### config.mk
export PLATFORM = sky130hd
export DESIGN_NAME = mesi_isc_coherence_monitor
export DESIGN_NICKNAME = d
export VERILOG_FILES = /design/src/rtl/mesi_isc_coherence_monitor.sv
export SDC_FILE = /design/constraint.sdc
export NUM_CORES = 1
export LEC_CHECK = 0
export BUFFER_PORTS_ARGS = -buffer_cell sky130_fd_sc_hd__buf_4
export CORE_AREA = 2 2 129 131
export DETAILED_ROUTE_END_ITERATION = 10
export DIE_AREA = 0 0 131 133
export PLACE_DENSITY = 0.77
export SYNTH_ARGS = -nofsm -noshare
export SYNTH_HDL_FRONTEND = slang
export SYNTH_SLANG_ARGS = --single-unit
export TNS_END_PERCENT = 5
### constraint.sdc
create_clock -name clk -period 2.94 [get_ports clk]
set_input_delay 0.147 -clock clk [delete_from_list [all_inputs] [get_ports clk]]
set_output_delay 0.147 -clock clk [all_outputs]
set_load 0.01 [all_outputs]
### src/rtl/mesi_isc_coherence_monitor.sv
// Passive MESI coherence monitor: single-writer/multi-reader and encoding checks,
// per-CPU write-starvation watchdog, first-error capture. Optional coverage via MESI_ISC_MON_COVER_EN.
`ifndef MESI_ISC_TB_CPU_MESI_M
`define MESI_ISC_TB_CPU_MESI_M 4'b1001
`endif
`ifndef MESI_ISC_TB_CPU_MESI_E
`define MESI_ISC_TB_CPU_MESI_E 4'b0101
`endif
`ifndef MESI_ISC_TB_CPU_MESI_S
`define MESI_ISC_TB_CPU_MESI_S 4'b0011
`endif
`ifndef MESI_ISC_TB_CPU_MESI_I
`define MESI_ISC_TB_CPU_MESI_I 4'b0000
`endif
`ifndef MESI_ISC_TB_INS_NOP
`define MESI_ISC_TB_INS_NOP 4'd0
`endif
`ifndef MESI_ISC_TB_INS_WR
`define MESI_ISC_TB_INS_WR 4'd1
`endif
`ifndef MESI_ISC_TB_INS_RD
`define MESI_ISC_TB_INS_RD 4'd2
`endif

module mesi_isc_mon_wdog #(
    parameter int LINE_COUNT   = 10,
    parameter int STATE_WIDTH  = 4,
    parameter int ADDR_WIDTH   = 4,
    parameter int STARVE_LIMIT = 500
) (
    input  logic                                    clk,
    input  logic                                    rst,
    input  logic                                    mon_en,
    input  logic [3:0]                              ins,
    input  logic [ADDR_WIDTH-1:0]                   ins_addr,
    input  logic                                    ins_ack,
    input  logic [LINE_COUNT-1:0][STATE_WIDTH-1:0]  line_state,
    output logic                                    starve_err
);
    localparam int CW = $clog2(STARVE_LIMIT + 1);

    typedef enum logic {W_IDLE = 1'b0, W_PEND = 1'b1} wd_state_t;

    wd_state_t             state_q, state_nxt;
    logic [ADDR_WIDTH-1:0] addr_q, addr_nxt;
    logic [CW-1:0]         cnt_q, cnt_nxt;
    logic                  err_nxt;
    logic                  tgt_is_m;
    logic                  start;

    always_comb begin
        tgt_is_m = 1'b0;
        for (int l = 0; l < LINE_COUNT; l++)
            if (addr_q == ADDR_WIDTH'(l))
                tgt_is_m = (line_state[l] == STATE_WIDTH'(`MESI_ISC_TB_CPU_MESI_M));
    end

    // Out-of-range write addresses never arm the watchdog.
    assign start = mon_en && ins_ack && (ins == `MESI_ISC_TB_INS_WR) &&
                   ({1'b0, ins_addr} < (ADDR_WIDTH+1)'(LINE_COUNT));

    always_comb begin
        state_nxt = state_q;
        addr_nxt  = addr_q;
        cnt_nxt   = cnt_q;
        err_nxt   = starve_err;
        if (start) begin
            state_nxt = W_PEND;
            addr_nxt  = ins_addr;
            cnt_nxt   = '0;
        end else begin
            case (state_q)
                W_IDLE: cnt_nxt = '0;
                W_PEND: begin
                    if (tgt_is_m) begin
                        state_nxt = W_IDLE;
                        cnt_nxt   = '0;
                    end else if (cnt_q == CW'(STARVE_LIMIT - 1)) begin
                        state_nxt = W_IDLE;
                        cnt_nxt   = '0;
                        err_nxt   = 1'b1;
                    end else begin
                        cnt_nxt = cnt_q + 1'b1;
                    end
                end
                default: state_nxt = W_IDLE;
            endcase
        end
    end

    always_ff @(posedge clk) begin
        if (rst) begin
            state_q    <= W_IDLE;
            addr_q     <= '0;
            cnt_q      <= '0;
            starve_err <= 1'b0;
        end else begin
            state_q    <= state_nxt;
            addr_q     <= addr_nxt;
            cnt_q      <= cnt_nxt;
            starve_err <= err_nxt;
        end
    end
endmodule

module mesi_isc_coherence_monitor #(
    parameter int CPU_COUNT    = 4,
    parameter int LINE_COUNT   = 10,
    parameter int STATE_WIDTH  = 4,
    parameter int ADDR_WIDTH   = 4,
    parameter int STARVE_LIMIT = 500,
    parameter int CNT_WIDTH    = 16
) (
    input  logic                                      clk,
    input  logic                                      rst,
    input  logic                                      mon_en_i,
    input  logic [CPU_COUNT*LINE_COUNT*STATE_WIDTH-1:0] cache_state_i,
    input  logic [CPU_COUNT*4-1:0]                    tb_ins_i,
    input  logic [CPU_COUNT*ADDR_WIDTH-1:0]           tb_ins_addr_i,
    input  logic [CPU_COUNT-1:0]                      tb_ins_ack_i,
    output logic                                      viol_o,
    output logic [ADDR_WIDTH-1:0]                     viol_line_o,
    output logic                                      viol_sticky_o,
    output logic [CNT_WIDTH-1:0]                      viol_cnt_o,
    output logic [ADDR_WIDTH-1:0]                     first_line_o,
    output logic [CPU_COUNT-1:0]                      first_cpu_mask_o,
    output logic [CPU_COUNT-1:0]                      starve_err_o,
    output logic [CPU_COUNT*4-1:0]                    cov_seen_o
);
    localparam logic [STATE_WIDTH-1:0] ST_M = STATE_WIDTH'(`MESI_ISC_TB_CPU_MESI_M);
    localparam logic [STATE_WIDTH-1:0] ST_E = STATE_WIDTH'(`MESI_ISC_TB_CPU_MESI_E);
    localparam logic [STATE_WIDTH-1:0] ST_S = STATE_WIDTH'(`MESI_ISC_TB_CPU_MESI_S);
    localparam logic [STATE_WIDTH-1:0] ST_I = STATE_WIDTH'(`MESI_ISC_TB_CPU_MESI_I);

    logic [CPU_COUNT-1:0][LINE_COUNT-1:0][STATE_WIDTH-1:0] st;
    logic [LINE_COUNT-1:0][CPU_COUNT-1:0] noni_mask;
    logic [LINE_COUNT-1:0]                me_any, ill_any, line_viol;
    logic [ADDR_WIDTH-1:0]                low_line;
    logic [CPU_COUNT-1:0]                 low_mask;
    logic                                 viol_now;

    assign st = cache_state_i;

    always_comb begin
        noni_mask = '0;
        me_any    = '0;
        ill_any   = '0;
        line_viol = '0;
        for (int l = 0; l < LINE_COUNT; l++) begin
            for (int c = 0; c < CPU_COUNT; c++) begin
                noni_mask[l][c] = (st[c][l] != ST_I);
                if (st[c][l] == ST_M || st[c][l] == ST_E) me_any[l] = 1'b1;
                if (st[c][l] != ST_M && st[c][l] != ST_E &&
                    st[c][l] != ST_S && st[c][l] != ST_I) ill_any[l] = 1'b1;
            end
            // More than one holder: clearing the lowest set bit leaves something.
            line_viol[l] = ill_any[l] ||
                           (me_any[l] && ((noni_mask[l] & (noni_mask[l] - 1'b1)) != '0));
        end
    end

    always_comb begin
        low_line = '0;
        low_mask = '0;
        for (int l = LINE_COUNT - 1; l >= 0; l--) begin
            if (line_viol[l]) begin
                low_line = ADDR_WIDTH'(l);
                low_mask = noni_mask[l];
            end
        end
    end

    assign viol_now = mon_en_i && (|line_viol);

    always_ff @(posedge clk) begin
        if (rst) begin
            viol_o           <= 1'b0;
            viol_line_o      <= '0;
            viol_sticky_o    <= 1'b0;
            viol_cnt_o       <= '0;
            first_line_o     <= '0;
            first_cpu_mask_o <= '0;
        end else begin
            viol_o <= viol_now;
            if (viol_now) begin
                viol_line_o <= low_line;
                if (viol_cnt_o != '1) viol_cnt_o <= viol_cnt_o + 1'b1;
                if (!viol_sticky_o) begin
                    viol_sticky_o    <= 1'b1;
                    first_line_o     <= low_line;
                    first_cpu_mask_o <= low_mask;
                end
            end
        end
    end

    for (genvar c = 0; c < CPU_COUNT; c++) begin : g_wdog
        mesi_isc_mon_wdog #(
            .LINE_COUNT  (LINE_COUNT),
            .STATE_WIDTH (STATE_WIDTH),
            .ADDR_WIDTH  (ADDR_WIDTH),
            .STARVE_LIMIT(STARVE_LIMIT)
        ) u_wdog (
            .clk       (clk),
            .rst       (rst),
            .mon_en    (mon_en_i),
            .ins       (tb_ins_i[c*4 +: 4]),
            .ins_addr  (tb_ins_addr_i[c*ADDR_WIDTH +: ADDR_WIDTH]),
            .ins_ack   (tb_ins_ack_i[c]),
            .line_state(st[c]),
            .starve_err(starve_err_o[c])
        );
    end

`ifdef MESI_ISC_MON_COVER_EN
    logic [CPU_COUNT-1:0][3:0] cov_hit;

    always_comb begin
        cov_hit = '0;
        for (int c = 0; c < CPU_COUNT; c++)
            for (int l = 0; l < LINE_COUNT; l++) begin
                if (st[c][l] == ST_M) cov_hit[c][0] = 1'b1;
                if (st[c][l] == ST_E) cov_hit[c][1] = 1'b1;
                if (st[c][l] == ST_S) cov_hit[c][2] = 1'b1;
                if (st[c][l] == ST_I) cov_hit[c][3] = 1'b1;
            end
    end

    always_ff @(posedge clk) begin
        if (rst)           cov_seen_o <= '0;
        else if (mon_en_i) cov_seen_o <= cov_seen_o | cov_hit;
    end
`else
    assign cov_seen_o = '0;
`endif
endmodule

-- Word-level counts from Yosys, hierarchy flattened
Index checks and enable logic that the tools add are counted.
- add/sub/neg operators: 15
- order comparisons: 4
- eq/ne operators: 245
- muxes and demuxes: 168
- bitwise operators: 23
- reductions and logical operators: 258
- operators by type and width (cell ; number):
    $eq A4 B3 Y1 const B ; 56
    $reduce_bool A4 Y1 ; 50
    $eq A4 B4 Y1 const B ; 48
    $ne A4 B2 Y1 const B ; 40
    $ne A4 B3 Y1 const B ; 40
    $ne A4 B4 Y1 const B ; 40
    $logic_and A1 B1 Y1 ; 143
    $mux W1 ; 136
    $mux W4 ; 20
    $mux W9 ; 8
    $pmux W9 S2 ; 4
    $logic_or A1 B1 Y1 ; 50
    $and A4 B4 Y4 ; 10
    $sub A4 B1 Y4 const B ; 10
    $add A9 B1 Y9 const B ; 4
    $eq A9 B9 Y1 const B ; 4
    $eq A4 B1 Y1 const B ; 8
    $eq A4 B2 Y1 const B ; 8
    $add A16 B1 Y16 const B ; 1
    $logic_not A4 Y1 ; 4
    $lt A4 B4 Y1 const B ; 4
    $ne A16 B16 Y1 const B ; 1
    $reduce_and A4 Y1 ; 4
    $not A1 Y1 ; 13
    3 further kinds ; 7
- register bits: 90

-- Longest topological paths before layout
Gate-level depths: netlist of run 1.
- depth in word-level cells: 19
- gate-level depth with buffers: 11
- mapped depth without buffers: 8

-- By module
From an unflattened synthesis of run 1, not the netlist that was laid out.
- cell total of the unflattened synthesis: 980
- area, all modules: 7918.8 µm²
- by module, submodules not included (module ; instances ; cells an instance ; area each (µm²) ; sequential area each (µm²)):
    mesi_isc_coherence_monitor ; 1 ; 575 ; 4344.2 ; 600.6
    mesi_isc_mon_wdog at g_wdog[0].u_wdog ... ; 3 ; 104 ; 909.6 ; 300.3
    mesi_isc_mon_wdog at g_wdog[3].u_wdog ; 1 ; 93 ; 845.8 ; 300.3

-- Least setup slack after synthesis of run 1
OpenSTA, ideal clock, no wires.
- path type: input port to flip-flop
- start: in cache_state_i[60]
- end: reg viol_cnt_o[5]
- library setup time: 0.123 ns
- data arrival time: 2.700 ns
- data required time: 2.817 ns
- slack: 0.116 ns
- stages: 9
- path through: or4_4 > maj3_2 > nor2_4 > o2111ai_4 > or4_4 > o31ai_4 > buf_6 > nor4_1 > mux2_1
- longest elaborated chain between the ends: 11
- elaborated cells on any way between the ends: 24
- RTL lines (element ; line ; RTL):
    start, declared ; 117 ; input logic [CPU_COUNT*LINE_COUNT*STATE_WIDTH-1:0] cache_state_i,
    parallel branches: the longest is 7 deep, another holds $sub A4 B1 Y4 ; -- ;
    $logic_or A1 B1 Y1 * ; 157 ; line_viol[l] = ill_any[l] ||
    $reduce_or A10 Y1 * ; 173 ; assign viol_now = mon_en_i && (|line_viol);
    $logic_and A1 B1 Y1 * ; 173 ;
    $reduce_and A2 Y1 (no source line) * ; -- ;
    end signal, assigned ; 187 ; if (viol_cnt_o != '1) viol_cnt_o <= viol_cnt_o + 1'b1;
    end, declared ; 124 ; output logic [CNT_WIDTH-1:0] viol_cnt_o,
Every way passes the cells marked *.
A chain may end at the register's enable or synchronous reset.

-- Final worst setup path of run 1
- start: in cache_state_i[60]
- end: reg first_cpu_mask_o[1]
- longest elaborated chain between the ends: 14
- elaborated cells on any way between the ends: 30
- RTL lines (element ; line ; RTL):
    parallel branches: the longest is 14 deep, another holds $sub A4 B1 Y4 ; -- ;
    end signal, assigned ; 191 ; first_cpu_mask_o <= low_mask;
    end, declared ; 126 ; output logic [CPU_COUNT-1:0] first_cpu_mask_o,
Several ways; the timed one is not identified.

==> results of run 1 <==
[cells by family after synthesis]
logic type	after synthesis	synth area share (%)
adders and majority gates	12	1.81
and+or+nand+nor	425	33.8
DFF	90	24.4
muxes	24	3.52
other	1	0.0508
AOI/OAI and AO/OA	241	23.2
xor gates and xnor gates	70	8.30
buffers and inverters	71	4.93
[registers in the layout, summed over array words and instances (netlist names)]
signal                    cells
first_cpu_mask_o              4
viol_cnt_o                   16
g_wdog.u_wdog.cnt_q          36
g_wdog.u_wdog.starve_err      4
first_line_o                  4
viol_line_o                   4
g_wdog.u_wdog.state_q         4
viol_o                        1
g_wdog.u_wdog.addr_q         16
viol_sticky_o                 1
[worst register-to-register path: cells and delay by family (launching register included)]
family	cells	cell delay, ps
AOI/OAI and AO/OA	2	610
DFF	1	460
and+or+nand+nor	5	1310
[layer usage]
metal  share of wire (%)  up-vias  track usage [%]
met5                   0        -                0
met4                 3.6        0             10.5
met3                  10       67             8.33
met2                  46      366             44.2
met1                  40     3895             32.2
li1                    -     4115                -
[power by group through the flow]
stage | clock network [mW] | logic, mW | registers [mW]
after global routing | 1.29 | 0.769 | 1.25
final | 1.23 | 0.706 | 1.24
after floorplan | 0 | 0.317 | 1.27
after detailed placement | 0 | 0.697 | 1.27
after CTS | 1.24 | 0.700 | 1.24
after global placement | 0 | 0.683 | 1.27
[layout by cell type (no fill, tap or decap), types with 7 or more instances in the layout]
cell type  instances
clkbuf_16          9
a31oi_1            9
o211ai_1          19
o31ai_1           16
nor4_1            30
mux2i_1           17
a21oi_1           41
nor3b_1           15
nor2b_1           24
buf_4            284
o21ai_0           44
or4_1             26
a211oi_1          18
nor3_1            15
nand2b_1          22
nand3b_1           7
nand4_1           14
xnor2_1           40
nor2_1           104
a31o_2             7
inv_1             32
nand2_1           59
o2111ai_1          7
nor4b_1           10
dfxtp_1           90
nand3_1           35
conb_1            16
xor2_1            30
nor4bb_1          24
[worst paths after layout]
check / startpoint / to / slack [ps] / cells after the start
setup / recovery: cache_state_i[60] / first_cpu_mask_o[1]$_SDFFE_PP0P_ / 360 / 10
hold / removal: tb_ins_addr_i[0] / g_wdog[0].u_wdog.addr_q[0]$_SDFFE_PP0P_ / 50 / 3
setup reg to reg: g_wdog[3].u_wdog.addr_q[0]$_SDFFE_PP0P_ / g_wdog[3].u_wdog.cnt_q[7]$_SDFF_PP0_ / 460 / 7
hold reg to reg: g_wdog[0].u_wdog.cnt_q[0]$_SDFF_PP0_ / g_wdog[0].u_wdog.cnt_q[0]$_SDFF_PP0_ / 450 / 1
[final cells by class]
cell class                 count  area, um^2  area share [%]
multi-input combinational    788        5280            53.1
tap                          220         275            2.77
inverter                      32         120            1.21
timing repair buffer         285        2150            21.6
clock inverter                 4        76.3           0.767
clock buffer                  11         243            2.44
sequential                    90        1800            18.1
[per-stage QoR]
stage / cell area (um^2) / power (mW) / hold slack [ps] / utilization [%]
floorplan: 7440 / 1.59 / 291 / -
global placement: 9630 / 1.95 / 379 / 59.5
detailed placement: 9630 / 1.97 / 387 / 59.5
CTS: 9950 / 3.19 / 42.2 / 61.5
global route: 9950 / 3.30 / 49.3 / 61.5
finish: 9950 / 3.18 / 51.5 / 61.5
==> metrics.cfg, run 1 <==
[logic_synthesis]
synth_seq_area_share_pct = 24.4
synth_common_cells = 104 x nor2_1, 90 x dfxtp_1, 59 x nand2_1, 44 x o21ai_0, 41 x a21oi_1
synthCells = 934
syn_area_per_cell_um2 = 7.91
synth_warnings = 0
synthArstFlopShare_pct = 0
syn-cell-area_um2 = 7390
netlist.area_leader.share_pct = 24.4
synth_cell_types = 80
synth_ff_type = dfxtp_1
ys_top_cells_by_area = dfxtp_1 24%, nor2_1 5.3%, xnor2_1 4.7%, xor2_1 3.6%, nor4bb_1 3.3%
synth-edff-count = 0
synth-seq-cells = 90
synth_most_common_cell = nor2_1
yosysTopAreaCell = dfxtp_1

[critical_path]
required_ps = 3230
slowest_stage = or4_4
path_max_fanout = 10
critPathMaxStageDelay_ps = 570
crit_buf_inv = 2
worstPathArrival_ps = 2870
cp-end-kind = flop
crit_chain = buf_4, or4_4, maj3_2, nor2_4, o2111ai_4, or4_4, buf_4, o31a_1, nor3b_1, a211o_1
critPathKind = input pin to flop
path_delay_family = simple AND/OR/NAND/NOR gates
critPathLaunchType = input pin

[timing]
clock_skew_ps = 7.99
max_freq_mhz = 387
tightestPinTransition_ps = 797
fin_crit_ps = 2580
fin_setup_tns_ps = 0
final-setup-viol-count = 0
hold_viol = 0
rsz0062_at_grt = false
post-route-period-util_pct = 87.9
worst_slack_ps = 356
slew_headroom_pct = 46.1
slew_violations = 0

[pwr]
p_comb_share_pct = 22.2
leakage_nw = 3.87
ir_worst_vdd_mv = 0.276
p_clk_share_pct = 38.6
switchingPower_uw = 818
switching_share_pct = 25.7
seqPwrFrac_pct = 39.1
powerDensity_nw_per_um2 = 320
intPower_mw = 2.36

[die]
core_um2 = 16200
die_w_um = 131
initial_core_util_pct = 45.7
dieArea_um2 = 17400
fp.dieH_um = 133
top_level_ports = 249
row_count = 47

[status]
status = finished clean

[place]
dp_slack_ps = 23.6
portBuffers = 232
gp_congestion = 0.979
post-dp-hpwl_um = 19900
dp_cells = 1415

[drt]
drc_errors = 0
drtIter0Drc = 554
num_vias = 8443
postRouteAntennaNets = 0
drt-total-wl_um = 24100
vias_per_cell = 5.90
routedWlPerCell_um = 16.9
dr.pass1.iters = 8

[clock_network]
cts.htree.levels = 3
path_clk_slew_ps = 70
cts_tree = built
clk_latency_ps = 340
hold_buffers = 0
ctsResizeCount = 0
cts-buffers-inserted = 9
post-cts-setup-buffers = 0
cts_sinks = 90
root_buffer = clkbuf_16
cts.path.max_buffers = 2

[finish]
final_cells = 1430
fin_nets = 1410
fillerInstances = 1460
n_antenna_cell = 0
drive_above_1_share_pct = 27.0
areaGrowthSynthToFinish_pct = 34.6

[grt]
grt_pass1_wl_um = 37100
grt_usage_pct = 26.8
overflow = 0
antenna_found_initial = 0
grt_max_degree = 68
grt_pass1_vias = 7637

[worst_hold_path]
hp-class = input pin to flop

[flow_run]
maxCapViolCount = 0

Power figures use the tool's default switching activity.
==> inputs of run 2 (changes only) <==
--- a/config.mk
+++ b/config.mk
@@ -6,10 +6,10 @@
 export NUM_CORES = 1
 export LEC_CHECK = 0
 export BUFFER_PORTS_ARGS = -buffer_cell sky130_fd_sc_hd__buf_4
-export CORE_AREA = 2 2 129 131
+export CORE_AREA = 2 2 123 125
 export DETAILED_ROUTE_END_ITERATION = 10
-export DIE_AREA = 0 0 131 133
-export PLACE_DENSITY = 0.77
+export DIE_AREA = 0 0 125 127
+export PLACE_DENSITY = 0.81
 export SYNTH_ARGS = -nofsm -noshare
 export SYNTH_HDL_FRONTEND = slang
 export SYNTH_SLANG_ARGS = --single-unit
==> constraint.sdc (replaced) <==
create_clock -name clk -period 2.8 [get_ports clk]
set_input_delay 0.14 -clock clk [delete_from_list [all_inputs] [get_ports clk]]
set_output_delay 0.14 -clock clk [all_outputs]
set_load 0.01 [all_outputs]
==> metrics.cfg, run 2 (synthesis results as in run 1) <==
[die]
die_w_um = 125  ; -4.6%
initial_core_util_pct = 51.2  ; +5.5 points
row_count = 44  ; -6.4%
core_um2 = 14400  ; -11%
dieArea_um2 = 15900  ; -8.9%
top_level_ports = 249  ; unchanged
fp.dieH_um = 127  ; -4.5%

[finish]
reg.largest.list = g_wdog.u_wdog.cnt_q: 36 flops, g_wdog.u_wdog.addr_q: 16 flops, viol_cnt_o: 16 flops
drive_above_1_share_pct = 29.8  ; +2.8 points
fin_nets = 1456  ; +3.3%
most-common-layout-cells = 329 x buf_4, 104 x nor2_1, 90 x dfxtp_1
largest_reg_flops = 36  ; unchanged
largest_register = g_wdog.u_wdog.cnt_q
n_antenna_cell = 0  ; unchanged
final_common_cell = buf_4
fillerInstances = 1170  ; -20%
areaGrowthSynthToFinish_pct = 38.6
final_cells = 1441  ; +0.77%
final_util_pct = 71.0  ; +9.5 points
final-seq-area_um2 = 1800  ; unchanged
multi_input_area_um2 = 5280  ; about the same

[drt]
drt-total-wl_um = 25100  ; +4.1%
postRouteAntennaNets = 0  ; unchanged
drc_errors = 0  ; unchanged
vias_per_cell = 6.06  ; +2.7%
routedWlPerCell_um = 17.4  ; +3.3%
drtIter0Drc = 619  ; +12%
num_vias = 8734  ; +3.4%
dr.pass1.iters = 8  ; unchanged

[pwr]
switching_share_pct = 26.7  ; +0.96 points
p_comb_share_pct = 24.0  ; +1.8 points
powerDensity_nw_per_um2 = 323  ; +1.1%
p_clk_share_pct = 36.6  ; -2.0 points
leakage_nw = 4.09  ; +5.8%
seqPwrFrac_pct = 39.5  ; +0.4 points
ir_worst_vdd_mv = 0.312  ; +13%
switchingPower_uw = 883  ; +8.0%
intPower_mw = 2.43  ; +2.8%
total_power_mw = 3.31  ; +4.1%

[timing]
slew_violations = 0  ; unchanged
max_freq_mhz = 386
hold_viol = 0  ; unchanged
fin_setup_tns_ps = 0  ; unchanged
clock_skew_ps = 6.87  ; -1.12 ps
final-setup-viol-count = 0  ; unchanged
slew_headroom_pct = 49.2  ; +3.1 points
rsz0062_at_grt = false
post-route-period-util_pct = 92.6
tightestPinTransition_ps = 751  ; -45.5 ps
worst_slack_ps = 208  ; -148 ps
fin_crit_ps = 2590

[clock_network]
cts.htree.levels = 3  ; unchanged
clk_latency_ps = 340  ; about the same
cts_sinks = 90  ; unchanged
root_buffer = clkbuf_16
hold_buffers = 0  ; unchanged
path_clk_slew_ps = 60  ; about the same
cts.path.max_buffers = 2  ; unchanged
post-cts-setup-buffers = 0  ; unchanged
cts-buffers-inserted = 9  ; unchanged
cts_tree = built
ctsResizeCount = 0  ; unchanged

[place]
dp_slack_ps = -131  ; -154 ps
post-dp-hpwl_um = 20400  ; +2.7%
portBuffers = 232  ; unchanged
dp_cells = 1425  ; +0.71%
gp_congestion = 1.02  ; +4.5%

[grt]
antenna_found_initial = 0  ; unchanged
grt_pass1_vias = 8121  ; +6.3%
grt_max_degree = 68  ; unchanged
grt_usage_pct = 30.2  ; +3.4 points
grt_pass1_wl_um = 39400  ; +6.2%
overflow = 0  ; unchanged

[critical_path]
r2r_start = g_wdog[0].u_wdog.addr_q[1]$_SDFFE_PP0P_
r2r_slack_ps = 270  ; -190 ps
r2r-end = g_wdog[0].u_wdog.cnt_q[8]$_SDFF_PP0_
cp-end-kind = flop
critPathKind = input pin to flop
critPathLaunchType = input pin
path_max_fanout = 10  ; unchanged
required_ps = 3080  ; -150 ps
worstPathArrival_ps = 2870  ; about the same
ff2ff_path_depth = 8  ; +1

[worst_hold_path]
holdPathEnd = g_wdog[3].u_wdog.addr_q[0]$_SDFFE_PP0P_
min_path_cells = 3  ; unchanged
hp-class = input pin to flop
min_from = tb_ins_addr_i[12]

[status]
status = finished clean

[flow_run]
maxCapViolCount = 0  ; unchanged

-- run 2: cell types whose count changed in the layout (fill, tap and decap cells not counted), sizes merged --
cell      delta
bufinv       -1
clkinvlp     -1
clkinv       +3
buf         +46
-- run 2: final cells by class --
class	count	share of cell area [%]
repair buffers	331	24.5
multi-input cells	788	51.6
inverters	32	1.17
clock inverters	5	0.525
well taps	184	2.25
flip-flops and latches	90	17.6
clock buffers	11	2.37
-- run 2: worst max-delay path by stage --
stage                             from                          endpoint  depth (start not counted)
global route        cache_state_i[136]  first_cpu_mask_o[1]$_SDFFE_PP0P_                         10
detailed placement  cache_state_i[136]  first_cpu_mask_o[1]$_SDFFE_PP0P_                         10
CTS                 cache_state_i[136]  first_cpu_mask_o[1]$_SDFFE_PP0P_                         10
global placement    cache_state_i[136]  first_cpu_mask_o[1]$_SDFFE_PP0P_                         12
floorplan            cache_state_i[60]        viol_cnt_o[5]$_SDFFE_PP0P_                          9
finish              cache_state_i[136]  first_cpu_mask_o[1]$_SDFFE_PP0P_                         10
-- run 2: metrics by stage --
stage | instance area (um^2) | hold WS (ps)
global placement | 9940 | 371
CTS | 10200 | 46.3
floorplan | 7440 | 284
finish | 10200 | 54.5
detailed placement | 9940 | 386
global route | 10200 | 58.6
-- run 2: worst max-delay path: stages --
cell,delay (ps)
buf_4,120
or4_1,550
o211a_1,160
a221oi_1,270
o211ai_1,180
or4_4,600
buf_4,170
o31a_1,370
nor3b_2,200
a211o_1,110
-- run 2: metal layers --
metal	vias to the layer above	global-route usage (%)	part of all wire [%]
met2	420	53.6	48
met5	-	0	0
li1	4215	-	-
met3	64	5.23	8.1
met1	4035	37.3	41
met4	0	9.41	3.0
-- run 2: power groups by stage --
stage / sequential (mW) / combinational, mW / clock [mW]
finish: 1.31 / 0.793 / 1.21
global route: 1.31 / 0.857 / 1.28
detailed placement: 1.33 / 0.778 / 0
global placement: 1.33 / 0.763 / 0
CTS: 1.31 / 0.782 / 1.22
floorplan: 1.34 / 0.333 / 0
==> inputs of run 3 (changes only) <==
==> constraint.sdc (replaced) <==
create_clock -name clk -period 2.5 [get_ports clk]
set_input_delay 0.125 -clock clk [delete_from_list [all_inputs] [get_ports clk]]
set_output_delay 0.125 -clock clk [all_outputs]
set_load 0.01 [all_outputs]
==> metrics.cfg, run 3 (synthesis results as in run 1) <==
[timing]
slew_headroom_pct = 53.0  ; +3.8 points
rsz0062_at_grt = true
clock_skew_ps = 6.52  ; -0.351 ps
final-setup-viol-count = 14  ; +14
post-route-period-util_pct = 103
hold_viol = 0  ; unchanged
worst_slack_ps = -82.2  ; -291 ps
slew_violations = 0  ; unchanged
fin_crit_ps = 2580
tightestPinTransition_ps = 698  ; -53.4 ps
max_freq_mhz = 387

[die]
fp.dieH_um = 127  ; unchanged
die_w_um = 125  ; unchanged
top_level_ports = 249  ; unchanged
core_um2 = 14400  ; unchanged
dieArea_um2 = 15900  ; unchanged
row_count = 44  ; unchanged
initial_core_util_pct = 51.2  ; unchanged

[grt]
grt_pass1_wl_um = 42100  ; +6.9%
antenna_found_initial = 0  ; unchanged
grt_max_degree = 68  ; unchanged
grt_usage_pct = 31.9  ; +1.8 points
overflow = 0  ; unchanged
busiest_layer = met2
grt_use_met2_pct = 55.9  ; +2.2 points
grtUsageMet3_pct = 8.21  ; +3.0 points
grt_util_met1_pct = 37.7  ; +0.35 points
grt_pass1_vias = 8817  ; +8.6%

[pwr]
powerDensity_nw_per_um2 = 347  ; +7.3%
leakage_nw = 4.52  ; +10%
total_power_mw = 3.81  ; +15%
ir_worst_vdd_mv = 0.301  ; -3.5%

[clock_network]
cts.htree.levels = 3  ; unchanged
cts_tree = built
root_buffer = clkbuf_16
cts_sinks = 90  ; unchanged
clk_latency_ps = 340  ; about the same
path_clk_slew_ps = 60  ; about the same
cts-buffers-inserted = 9  ; unchanged
hold_buffers = 0  ; unchanged
cts.path.max_buffers = 2  ; unchanged

[drt]
num_vias = 9215  ; +5.5%
drt-total-wl_um = 26700  ; +6.2%
dr.pass1.iters = 6  ; -2
postRouteAntennaNets = 0  ; unchanged
vias_per_cell = 6.03  ; -0.43%
routedWlPerCell_um = 17.5  ; +0.26%
drtIter0Drc = 709  ; +15%
drc_errors = 0  ; unchanged

[finish]
fin_area_um2 = 11000  ; +7.1%
largest_reg_flops = 36  ; unchanged
largest_register = g_wdog.u_wdog.cnt_q
final_common_cell = buf_4
fin_nets = 1544  ; +6.0%
drive_above_1_share_pct = 35.1  ; +5.3 points
n_antenna_cell = 0  ; unchanged
fillerInstances = 1104  ; -5.6%
reg.largest.list = g_wdog.u_wdog.cnt_q: 36 flops, g_wdog.u_wdog.addr_q: 16 flops, viol_cnt_o: 16 flops
areaGrowthSynthToFinish_pct = 48.5
final_cells = 1527  ; +6.0%
most-common-layout-cells = 412 x buf_4, 104 x nor2_1, 90 x dfxtp_1

[place]
post-dp-hpwl_um = 21600  ; +6.0%
dpl_cell_area_um2 = 10600  ; +6.5%
dp_cells = 1511  ; +6.0%
portBuffers = 232  ; unchanged
gp_congestion = 0.976  ; -4.5%

[critical_path]
cp-end-kind = flop
required_ps = 2700  ; -380 ps
path_max_fanout = 4  ; -6
critPathKind = input pin to flop
critPathLaunchType = input pin
worstPathArrival_ps = 2780  ; -90 ps

[status]
violations = negative setup slack
status = finished, violations left

[flow_run]
maxCapViolCount = 0  ; unchanged

[worst_hold_path]
hp-class = input pin to flop

## run 3: final timing paths
| check | start | to | slack (ps) | depth (start not counted) |
|---|---|---|---|---|
| max | cache_state_i[60] | first_line_o[1]$_SDFFE_PP0P_ | -80 | 11 |
| min | tb_ins_addr_i[1] | g_wdog[0].u_wdog.addr_q[1]$_SDFFE_PP0P_ | 20 | 3 |
| max reg2reg | g_wdog[0].u_wdog.addr_q[1]$_SDFFE_PP0P_ | g_wdog[0].u_wdog.cnt_q[2]$_SDFF_PP0_ | 100 | 8 |
| min reg2reg | g_wdog[0].u_wdog.cnt_q[0]$_SDFF_PP0_ | g_wdog[0].u_wdog.cnt_q[0]$_SDFF_PP0_ | 460 | 1 |
## run 3: per-layer routing
layer  vias to the layer above  wire length, um
met3                        88             2470
met4                         0              999
met5                         -                0
met2                       447            12800
li1                       4377                -
met1                      4303            10300
## run 3: layout make-up
| class | count | area (um^2) | area share, % |
|---|---|---|---|
| Clock buffer | 10 | 239 | 2.18 |
| Clock inverter | 4 | 53.8 | 0.490 |
| Inverter | 32 | 120 | 1.09 |
| Multi-Input combinational cell | 788 | 5340 | 48.6 |
| Sequential cell | 90 | 1800 | 16.4 |
| Tap cell | 184 | 230 | 2.10 |
| Timing Repair Buffer | 419 | 3190 | 29.1 |
## run 3: repair_timing
action                                  CTS  global route
cloned                                    0             0
resized for setup                         7            10
buffers inserted                          2             0
endpoints found under the setup margin   24            24
pin swaps                                 4             5
## run 3: power breakdown
part           internal (mW)  switching (mW)  leakage, nW
Clock                  0.791           0.544        0.137
Sequential              1.45          0.0141        0.727
Combinational          0.553           0.454         3.65
Total                   2.79            1.01         4.52
## run 3: critical path, cell delays in order
cell       delay [ps]
buf_4             110
or4_4             560
maj3_2            340
nor2_4            120
o2111ai_4         120
or4_4             590
buf_6             150
o31a_1            340
buf_4             180
o21ai_0            70
a21oi_1            80
## run 3: stage by stage
stage                     setup TNS [ps]  hold WS, ps  worst slack, ps  utilization [%]
after global placement             -9170          357             -391             73.4
after detailed placement          -11490          374             -502             73.4
final                               -626         22.4            -82.2             76.1
after CTS                          -8.23         18.5            -5.47             75.8
after floorplan                    -4440          269             -302                -
after global routing               -2210         20.4             -166             76.1
